===== config.mk =====
export PLATFORM = sky130hd
export DESIGN_NAME = jt12_i2s_tx_flat
export DESIGN_NICKNAME = d
export VERILOG_FILES = /design/src/rtl/jt12_i2s_tx_if.sv /design/src/rtl/jt12_i2s_tx.sv /design/src/flat_wrapper.sv
export SDC_FILE = /design/constraint.sdc
export NUM_CORES = 1
export LEC_CHECK = 0
export BUFFER_PORTS_ARGS = -buffer_cell sky130_fd_sc_hd__clkbuf_2
export CAP_MARGIN = 20
export CORE_MARGIN = 3
export CORE_UTILIZATION = 51
export CTS_BUF_LIST = sky130_fd_sc_hd__clkbuf_4 sky130_fd_sc_hd__clkbuf_8
export DETAILED_ROUTE_END_ITERATION = 16
export PLACE_DENSITY = 0.74
export SETUP_SLACK_MARGIN = 0.2
export SYNTH_ARGS = -nofsm -noshare
export SYNTH_HDL_FRONTEND = slang
export SYNTH_SLANG_ARGS = --single-unit

===== constraint.sdc =====
create_clock -name clk -period 3.2 [get_ports clk]
set_clock_uncertainty 0.05 [all_clocks]
set_input_delay 0.48 -clock clk [delete_from_list [all_inputs] [get_ports clk]]
set_output_delay 0.48 -clock clk [all_outputs]
set_load 0.02 [all_outputs]

===== src/rtl/jt12_i2s_tx_if.sv =====
// Sample handshake between the channel accumulator and the I2S transmitter.
// The master offers a signed left/right pair; the slave reports holding-register space.
interface jt12_i2s_tx_if #(
    parameter int IN_W = 16
);
    logic signed [IN_W-1:0] left;
    logic signed [IN_W-1:0] right;
    logic                   sample_valid;
    logic                   sample_ready;

    modport master (
        output left, right, sample_valid,
        input  sample_ready
    );

    modport slave (
        input  left, right, sample_valid,
        output sample_ready
    );
endinterface


===== src/rtl/jt12_i2s_tx.sv =====
// I2S transmitter: one-deep holding register feeding a 32-slot frame serialiser
// with a clk_en-based bit-clock divider, underrun reporting and clean frame drain.
module jt12_i2s_tx #(
    parameter int IN_W     = 16,
    parameter int BCLK_DIV = 4
) (
    input  logic         clk,
    input  logic         rst_n,
    input  logic         clk_en,
    input  logic         en,
    jt12_i2s_tx_if.slave pcm,
    output logic         bclk,
    output logic         lrck,
    output logic         sdata,
    output logic         underrun,
    output logic         busy
);

    typedef enum logic [1:0] {
        IDLE,
        RUN,
        DRAIN
    } state_t;

    state_t          state;
    state_t          state_nx;

    logic [7:0]      div;
    logic [4:0]      slot;
    logic [4:0]      slot_inc;
    logic [31:0]     shreg;
    logic [IN_W-1:0] hold_l;
    logic [IN_W-1:0] hold_r;
    logic            full;
    logic            ever;

    logic            active;
    logic            wrap;
    logic            fall;
    logic            stop;
    logic            load;
    logic            accept;
    logic [15:0]     slot_l;
    logic [15:0]     slot_r;

    assign active   = (state != IDLE);
    assign wrap     = clk_en && active && (div == 8'(BCLK_DIV - 1));
    assign fall     = wrap && bclk;
    // The falling edge ending slot 0 either loads a new frame or, when draining, stops.
    assign stop     = fall && (slot == 5'd0) && (state == DRAIN) && !en;
    assign load     = fall && (slot == 5'd0) && !stop;
    assign accept   = clk_en && pcm.sample_valid && !full;
    assign slot_inc = slot + 5'd1;

    assign slot_l = 16'(hold_l) << (16 - IN_W);
    assign slot_r = 16'(hold_r) << (16 - IN_W);

    assign pcm.sample_ready = !full;
    assign sdata            = shreg[31];

    always_ff @(posedge clk or negedge rst_n) begin
        if (!rst_n) begin
            state <= IDLE;
        end else if (clk_en) begin
            state <= state_nx;
        end
    end

    always_comb begin
        state_nx = state;
        busy     = 1'b0;
        case (state)
            IDLE: begin
                if (en) state_nx = RUN;
            end
            RUN: begin
                busy = 1'b1;
                if (!en) state_nx = DRAIN;
            end
            DRAIN: begin
                busy = 1'b1;
                if (en) state_nx = RUN;
                else if (stop) state_nx = IDLE;
            end
            default: state_nx = IDLE;
        endcase
    end

    always_ff @(posedge clk or negedge rst_n) begin
        if (!rst_n) begin
            div   <= '0;
            bclk  <= 1'b0;
            slot  <= '0;
            lrck  <= 1'b0;
            shreg <= '0;
        end else if (clk_en && active) begin
            if (stop) begin
                div  <= '0;
                bclk <= 1'b0;
                slot <= '0;
            end else if (wrap) begin
                div  <= '0;
                bclk <= ~bclk;
                if (fall) begin
                    slot <= slot_inc;
                    lrck <= slot_inc[4];
                    if (load) shreg <= {slot_l, slot_r};
                    else      shreg <= {shreg[30:0], 1'b0};
                end
            end else begin
                div <= div + 8'd1;
            end
        end
    end

    // A load with an empty holding register replays the old pair; before the
    // first accept that pair is zero and the miss is not reported.
    always_ff @(posedge clk or negedge rst_n) begin
        if (!rst_n) begin
            hold_l   <= '0;
            hold_r   <= '0;
            full     <= 1'b0;
            ever     <= 1'b0;
            underrun <= 1'b0;
        end else if (clk_en) begin
            underrun <= load && !full && ever;
            if (accept) begin
                hold_l <= pcm.left;
                hold_r <= pcm.right;
                ever   <= 1'b1;
                full   <= 1'b1;
            end else if (load) begin
                full <= 1'b0;
            end
        end
    end

endmodule


===== src/flat_wrapper.sv =====
// flat-port wrapper written by rule: the top's interface ports become plain ports
module jt12_i2s_tx_flat 
#(
    parameter int IN_W     = 16,
    parameter int BCLK_DIV = 4
)
  (clk, rst_n, clk_en, en, bclk, lrck, sdata, underrun, busy, pcm_left, pcm_right, pcm_sample_valid, pcm_sample_ready);
  jt12_i2s_tx_if #(.IN_W(IN_W)) pcm_i ();
  input  logic clk;
  input  logic rst_n;
  input  logic clk_en;
  input  logic en;
  output logic bclk;
  output logic lrck;
  output logic sdata;
  output logic underrun;
  output logic busy;
  input wire logic [$bits(pcm_i.left)-1:0] pcm_left;
  input wire logic [$bits(pcm_i.right)-1:0] pcm_right;
  input wire logic [$bits(pcm_i.sample_valid)-1:0] pcm_sample_valid;
  output wire logic [$bits(pcm_i.sample_ready)-1:0] pcm_sample_ready;
  assign pcm_i.left = pcm_left;
  assign pcm_i.right = pcm_right;
  assign pcm_i.sample_valid = pcm_sample_valid;
  assign pcm_sample_ready = pcm_i.sample_ready;
  jt12_i2s_tx #(.IN_W(IN_W), .BCLK_DIV(BCLK_DIV)) u_core (.clk(clk), .rst_n(rst_n), .clk_en(clk_en), .en(en), .pcm(pcm_i), .bclk(bclk), .lrck(lrck), .sdata(sdata), .underrun(underrun), .busy(busy));
endmodule

==> results of run 1 <==
-- per-layer routing --
metal / GRT usage [%] / up-vias
met2: 28.9 / 58
met3: 3.10 / 10
met1: 24.4 / 1231
met4: 7.65 / 0
met5: 0 / -
li1: - / 1198
-- cells by family (layout without fill, tap and decap cells) --
kind of cell	count (synthesis)	count (layout)
DFF	84	84
AOI/OAI and AO/OA	79	79
and+or+nand+nor	71	71
muxes	36	36
buffers and inverters	24	73
adders and majority gates	8	8
xor gates and xnor gates	8	8
-- state kept, by name, summed over array words and instances, names as in the netlist --
signal           count
u_core.hold_r       16
u_core.hold_l       16
u_core.underrun      1
u_core.slot          5
u_core.ever          1
u_core.full          1
u_core.bclk          1
u_core.lrck          1
u_core.div           8
u_core.shreg        32
u_core.state         2
-- cell type report --
type                    count  area [µm²]
clock buffers              11         139
flip-flops and latches     84        2100
clock inverters             4        51.3
multi-input cells         202        1420
inverters                   8        30.0
well taps                  96         120
repair buffers             50         293
fillers                   574        2670
-- placed cells by master, fill, tap and decap left out, types with 2 or more instances in the layout --
| cell type | count |
|---|---|
| nand4_1 | 7 |
| xnor2_1 | 5 |
| clkbuf_8 | 9 |
| ha_1 | 8 |
| or4b_4 | 2 |
| dfrtp_1 | 84 |
| clkbuf_2 | 41 |
| nor2b_1 | 3 |
| clkbuf_4 | 2 |
| nand2_1 | 7 |
| a21oi_1 | 35 |
| mux2_2 | 34 |
| o22ai_1 | 31 |
| nand3_1 | 5 |
| inv_1 | 8 |
| o21ai_0 | 8 |
| nor2_1 | 35 |
| buf_4 | 8 |
| xor2_1 | 3 |
| nand2b_1 | 3 |
| nor3_1 | 2 |
-- power by group through the flow --
| stage | combinational (mW) | clock (mW) | sequential [mW] |
|---|---|---|---|
| 2_1_floorplan | 0.837 | 0 | 1.76 |
| 3_3_place_gp | 1.03 | 0 | 1.81 |
| 3_5_place_dp | 1.08 | 0 | 1.84 |
| 4_1_cts | 1.09 | 0.754 | 1.82 |
| 5_1_grt | 1.23 | 0.803 | 1.88 |
| 6_report | 1.08 | 0.731 | 1.82 |
-- worst paths after layout --
path / end / slack (ps) / depth (start not counted) / startpoint
min reg2reg: u_core.ever$_DFFE_PN0P_ / 430 / 1 / u_core.ever$_DFFE_PN0P_
max in group asynchronous: u_core.shreg[2]$_DFFE_PN0P_ / 2470 / 2 / rst_n
min: u_core.hold_l[10]$_DFFE_PN0P_ / 40 / 1 / rst_n
max: u_core.state[1]$_DFFE_PN0P_ / 770 / 5 / u_core.div[0]$_DFFE_PN0P_
max reg2reg: u_core.state[1]$_DFFE_PN0P_ / 770 / 5 / u_core.div[0]$_DFFE_PN0P_
min in group clk: u_core.hold_l[15]$_DFFE_PN0P_ / 310 / 2 / pcm_left[15]
-- critical path: stages (launching register included) --
cell	delay, ps
dfrtp_1	430
ha_1	260
or4b_4	530
or4b_4	530
a21oi_2	180
mux2_1	340
-- per-stage QoR --
stage | setup WS, ps | instance area [µm²] | hold slack, ps
after floorplan | 923 | 3610 | 134
after global placement | 862 | 3940 | 402
after detailed placement | 785 | 3940 | 407
after CTS | 770 | 4130 | 294
after global routing | 699 | 4160 | 65.0
final | 768 | 4160 | 42.7
==> impl_metrics.py, run 1 <==
metrics = {
    "run_status": {
        "status": "complete, no violations",
    },
    "grt": {
        "grtUsageTotal_pct": 18.1,
        "grt_pass1_wl_um": 12000,
        "grt_pass1_vias": 2570,
        "grt_max_degree": 85,
        "antenna_found_initial": 0,
        "grt_overflow": 0,
    },
    "floorplan": {
        "dieArea_um2": 8120,
        "die_h_um": 90.1,
        "rows": 30,
        "start_util_pct": 52.8,
        "coreArea_um2": 6830,
        "die_x_um": 90.1,
        "io_pins": 43,
    },
    "worst_setup_path": {
        "crit_path_start_kind": "flip-flop",
        "required_ps": 3380,
        "cp_data_arrival_time_ps": 2610,
        "end_kind": "flip-flop",
        "critPathKind": "flip-flop to flip-flop",
        "cp_max_fo": 5,
    },
    "place": {
        "dp_hpwl_um": 4440,
        "gp_congestion": 0.780,
        "dp_cells": 439,
        "io_buffers": 42,
    },
    "clock_network": {
        "post_cts_buffers": 0,
        "insertion_delay_ps": 350,
        "cts_resized": 0,
        "cts_sinks": 84,
        "cts_root_buf": "clkbuf_8",
        "clk_pin_slew_ps": 80,
        "cts_tree": "built",
        "hold_buffers": 0,
        "cts_made_buffers": 9,
        "clock_path_buffers": 2,
        "htree_levels": 3,
    },
    "power": {
        "swShare_pct": 32.8,
        "leakage_nw": 1.88,
        "power.total_mw": 3.64,
        "p_switching_mw": 1.19,
        "peakVddDrop_v": 0.000362,
        "p_per_area_nw_per_um2": 875,
        "p_int_mw": 2.44,
        "clkPwrFrac_pct": 20.1,
        "pwr-share-seq_pct": 50.1,
        "power_frac_comb_pct": 29.8,
    },
    "run": {
        "maxCapViolations": 0,
    },
    "min_path": {
        "min_path_type": "input pin to async pin",
    },
    "sta": {
        "max_slew_margin_pct": 62.2,
        "hold_violations": 0,
        "setup_viol": 0,
        "period_needed_ps": 2430,
        "worst_pin_slew_ps": 560,
        "rsz0062_at_grt": "false",
        "slew_viol_final": 0,
        "fmax_ghz": 0.411,
        "fin_setup_tns_ps": 0,
        "fin_crit_sh_pct": 76.0,
    },
    "finish": {
        "diodes": 0,
        "areaGrowthSynthToFinish_pct": 15.3,
        "layout-drive-gt1-share_pct": 29.5,
        "nets": 400,
        "fin_util_pct": 60.9,
        "finalNonFillerCells": 455,
    },
    "logic_synthesis": {
        "synth-adder-area-share_pct": 2.77,
        "synth_edf_count": 0,
        "synth_top_area_share_pct": 58.3,
        "synth_top_family_by_area": "compound AO/OA/AOI/OAI gates",
        "synth_warnings": 0,
        "synthArstFlopShare_pct": 100,
        "synth_simple_gate_area_share_pct": 10.2,
        "synthMuxAreaShare_pct": 11.2,
        "synth_ff_type": "dfrtp_1",
        "synth_seq_cells": 84,
        "synth_xor_area_share_pct": 1.94,
        "synth.distinct_cells": 32,
        "synth_area_per_cell_um2": 11.6,
        "ys_top_cells_by_count": "dfrtp_1, a21oi_1, nor2_1",
        "yosys.area.top_type": "dfrtp_1",
        "yosysSeqAreaShare_pct": 58.3,
        "synth_area_leaders": "dfrtp_1, mux2_2, o22ai_1, a21oi_1, nor2_1",
        "synth_compound_area_share_pct": 13.0,
        "syn-instance-count": 310,
        "syn_area_um2": 3610,
        "synth.most_common_cell": "dfrtp_1",
        "synth_fp_nets": 355,
    },
    "route": {
        "vias_per_cell": 5.49,
        "num_vias": 2497,
        "drc_errors": 0,
        "wl_met3_um": 279,
        "first_iter_violations": 110,
        "drt-met1-wl_um": 3180,
        "routed_wl_um": 6900,
        "first_pass_iters": 4,
        "highest_layer": "met4",
        "wl_per_cell_um": 15.2,
        "dr_wl_met2_um": 3340,
        "antenna_left": 0,
    },
}
(Power assumes the default switching activity.)
==> run 2: changes to the inputs <==
- clock period: 3.2 -> 2.4 ns (I/O delays scaled with it)
==> impl_metrics.py, run 2 (synthesis results as in run 1) <==
metrics = {
    "run_status": {
        "status": "complete, no violations",
    },
    "finish": {
        "largest_reg_flops": 32,
        "mostFrequentLayoutCells": "dfrtp_1, clkbuf_2, nor2_1, a21oi_1, mux2_2",
        "finalNonFillerCells": 467,
        "diodes": 0,
        "top_register": "u_core.shreg",
        "layout_commonest_cell": "dfrtp_1",
        "nets": 411,
        "reg_top3": "u_core.shreg x32, u_core.hold_l x16, u_core.hold_r x16",
        "areaGrowthSynthToFinish_pct": 17.9,
        "design_area_um2": 4250,
        "layout-drive-gt1-share_pct": 32.1,
        "fin_util_pct": 62.3,
        "n_fill_cell": 591,
    },
    "power": {
        "leakage_nw": 1.94,
        "power.total_mw": 4.87,
        "peakVddDrop_v": 0.000518,
        "p_per_area_nw_per_um2": 1150,
    },
    "clock_network": {
        "cts_tree": "built",
        "cts_made_buffers": 9,
        "insertion_delay_ps": 350,
        "clk_pin_slew_ps": 80,
        "clock_path_buffers": 2,
        "cts_root_buf": "clkbuf_8",
        "cts_sinks": 84,
        "htree_levels": 3,
    },
    "worst_setup_path": {
        "critPathKind": "flip-flop to flip-flop",
        "cp-endpoint": "u_core.state[1]$_DFFE_PN0P_",
        "r2r_cells": 4,
        "r2r_end": "u_core.state[1]$_DFFE_PN0P_",
        "cp_max_fo": 6,
        "cp_data_arrival_time_ps": 2370,
        "crit_path_start_kind": "flip-flop",
        "startpoint": "u_core.div[3]$_DFFE_PN0P_",
        "r2r_slack_ps": 220,
        "required_ps": 2590,
        "r2r-start": "u_core.div[3]$_DFFE_PN0P_",
        "end_kind": "flip-flop",
    },
    "route": {
        "first_iter_violations": 101,
        "routed_wl_um": 7140,
        "first_pass_iters": 4,
        "drc_errors": 0,
        "wl_per_cell_um": 15.3,
        "vias_per_cell": 5.49,
        "num_vias": 2566,
        "antenna_left": 0,
    },
    "grt": {
        "grtUsageTotal_pct": 18.3,
        "antenna_found_initial": 0,
        "grt_pass1_vias": 2676,
        "grt_pass1_wl_um": 12100,
        "grt_max_degree": 44,
        "grt_overflow": 0,
    },
    "floorplan": {
        "start_util_pct": 52.8,
        "rows": 30,
        "dieArea_um2": 8120,
        "die_h_um": 90.1,
        "die_x_um": 90.1,
        "io_pins": 43,
        "coreArea_um2": 6830,
    },
    "place": {
        "gp_congestion": 0.768,
        "dp_cells": 447,
        "io_buffers": 42,
        "placed_cell_area_um2": 4030,
        "dp_hpwl_um": 4740,
    },
    "sta": {
        "fin_setup_tns_ps": 0,
        "fin_crit_sh_pct": 90.8,
        "worst_pin_slew_ps": 560,
        "slew_viol_final": 0,
        "max_slew_margin_pct": 62.7,
        "hold_violations": 0,
        "setup_viol": 0,
        "period_needed_ps": 2180,
        "rsz0062_at_grt": "true",
        "fmax_ghz": 0.459,
    },
    "run": {
        "maxCapViolations": 0,
    },
    "min_path": {
        "min_path_type": "input pin to flip-flop",
        "hold_path_depth": 2,
    },
}
[run 2: worst min-delay path by stage]
stage / startpoint / endpoint / slack (ps)
6_report: pcm_right[8] / u_core.hold_r[8]$_DFFE_PN0P_ / 180
5_1_grt: pcm_right[8] / u_core.hold_r[8]$_DFFE_PN0P_ / 160
4_1_cts: pcm_right[8] / u_core.hold_r[8]$_DFFE_PN0P_ / 170
3_5_place_dp: rst_n / u_core.hold_l[11]$_DFFE_PN0P_ / 340
3_3_place_gp: rst_n / u_core.hold_l[11]$_DFFE_PN0P_ / 340
2_1_floorplan: rst_n / u_core.bclk$_DFFE_PN0P_ / 10
[run 2: power breakdown]
part	total (mW)	switching, mW	internal [mW]
sequential	2.43	0.406	2.02
combinational	1.56	0.741	0.820
clock	0.885	0.498	0.387
[run 2: final cells by class]
| class | instances | area, µm² | share of cell area, % |
|---|---|---|---|
| Inverter | 8 | 30.0 | 0.706 |
| Timing Repair Buffer | 61 | 383 | 9.00 |
| Clock inverter | 6 | 40.0 | 0.941 |
| Tap cell | 96 | 120 | 2.82 |
| Multi-Input combinational cell | 202 | 1450 | 34.0 |
| Clock buffer | 10 | 131 | 3.09 |
| Sequential cell | 84 | 2100 | 49.4 |
[run 2: what timing repair did]
item / 4_1_cts / 5_1_grt
setup buffers: 3 / 0
hold buffers: 1 / 0
resized for setup: 2 / 1
hold endpoints to repair: 41 / 0
setup endpoints to repair: 1 / 16
pin swaps: 2 / 1
[run 2: critical path, cell delays in order (launching register included)]
cell     delay, ps
dfrtp_1        450
or4b_4         560
or4b_4         540
a21oi_4        160
mux2_4         310
[run 2: layer usage]
| layer | part of all wire (%) | vias to the layer above | global-route usage (%) | wire [µm] |
|---|---|---|---|---|
| li1 | - | 1227 | - | - |
| met1 | 43 | 1263 | 22.6 | 3090 |
| met2 | 52 | 67 | 31.3 | 3680 |
| met3 | 4.3 | 9 | 5.52 | 306 |
| met4 | 0.88 | 0 | 4.85 | 63 |
| met5 | 0 | - | 0 | 0 |
[run 2: stage by stage]
stage	hold slack (ps)	worst slack, ps
final	179	220
after detailed placement	341	121
after floorplan	14.4	148
after global placement	335	155
after global routing	162	134
after CTS	170	201
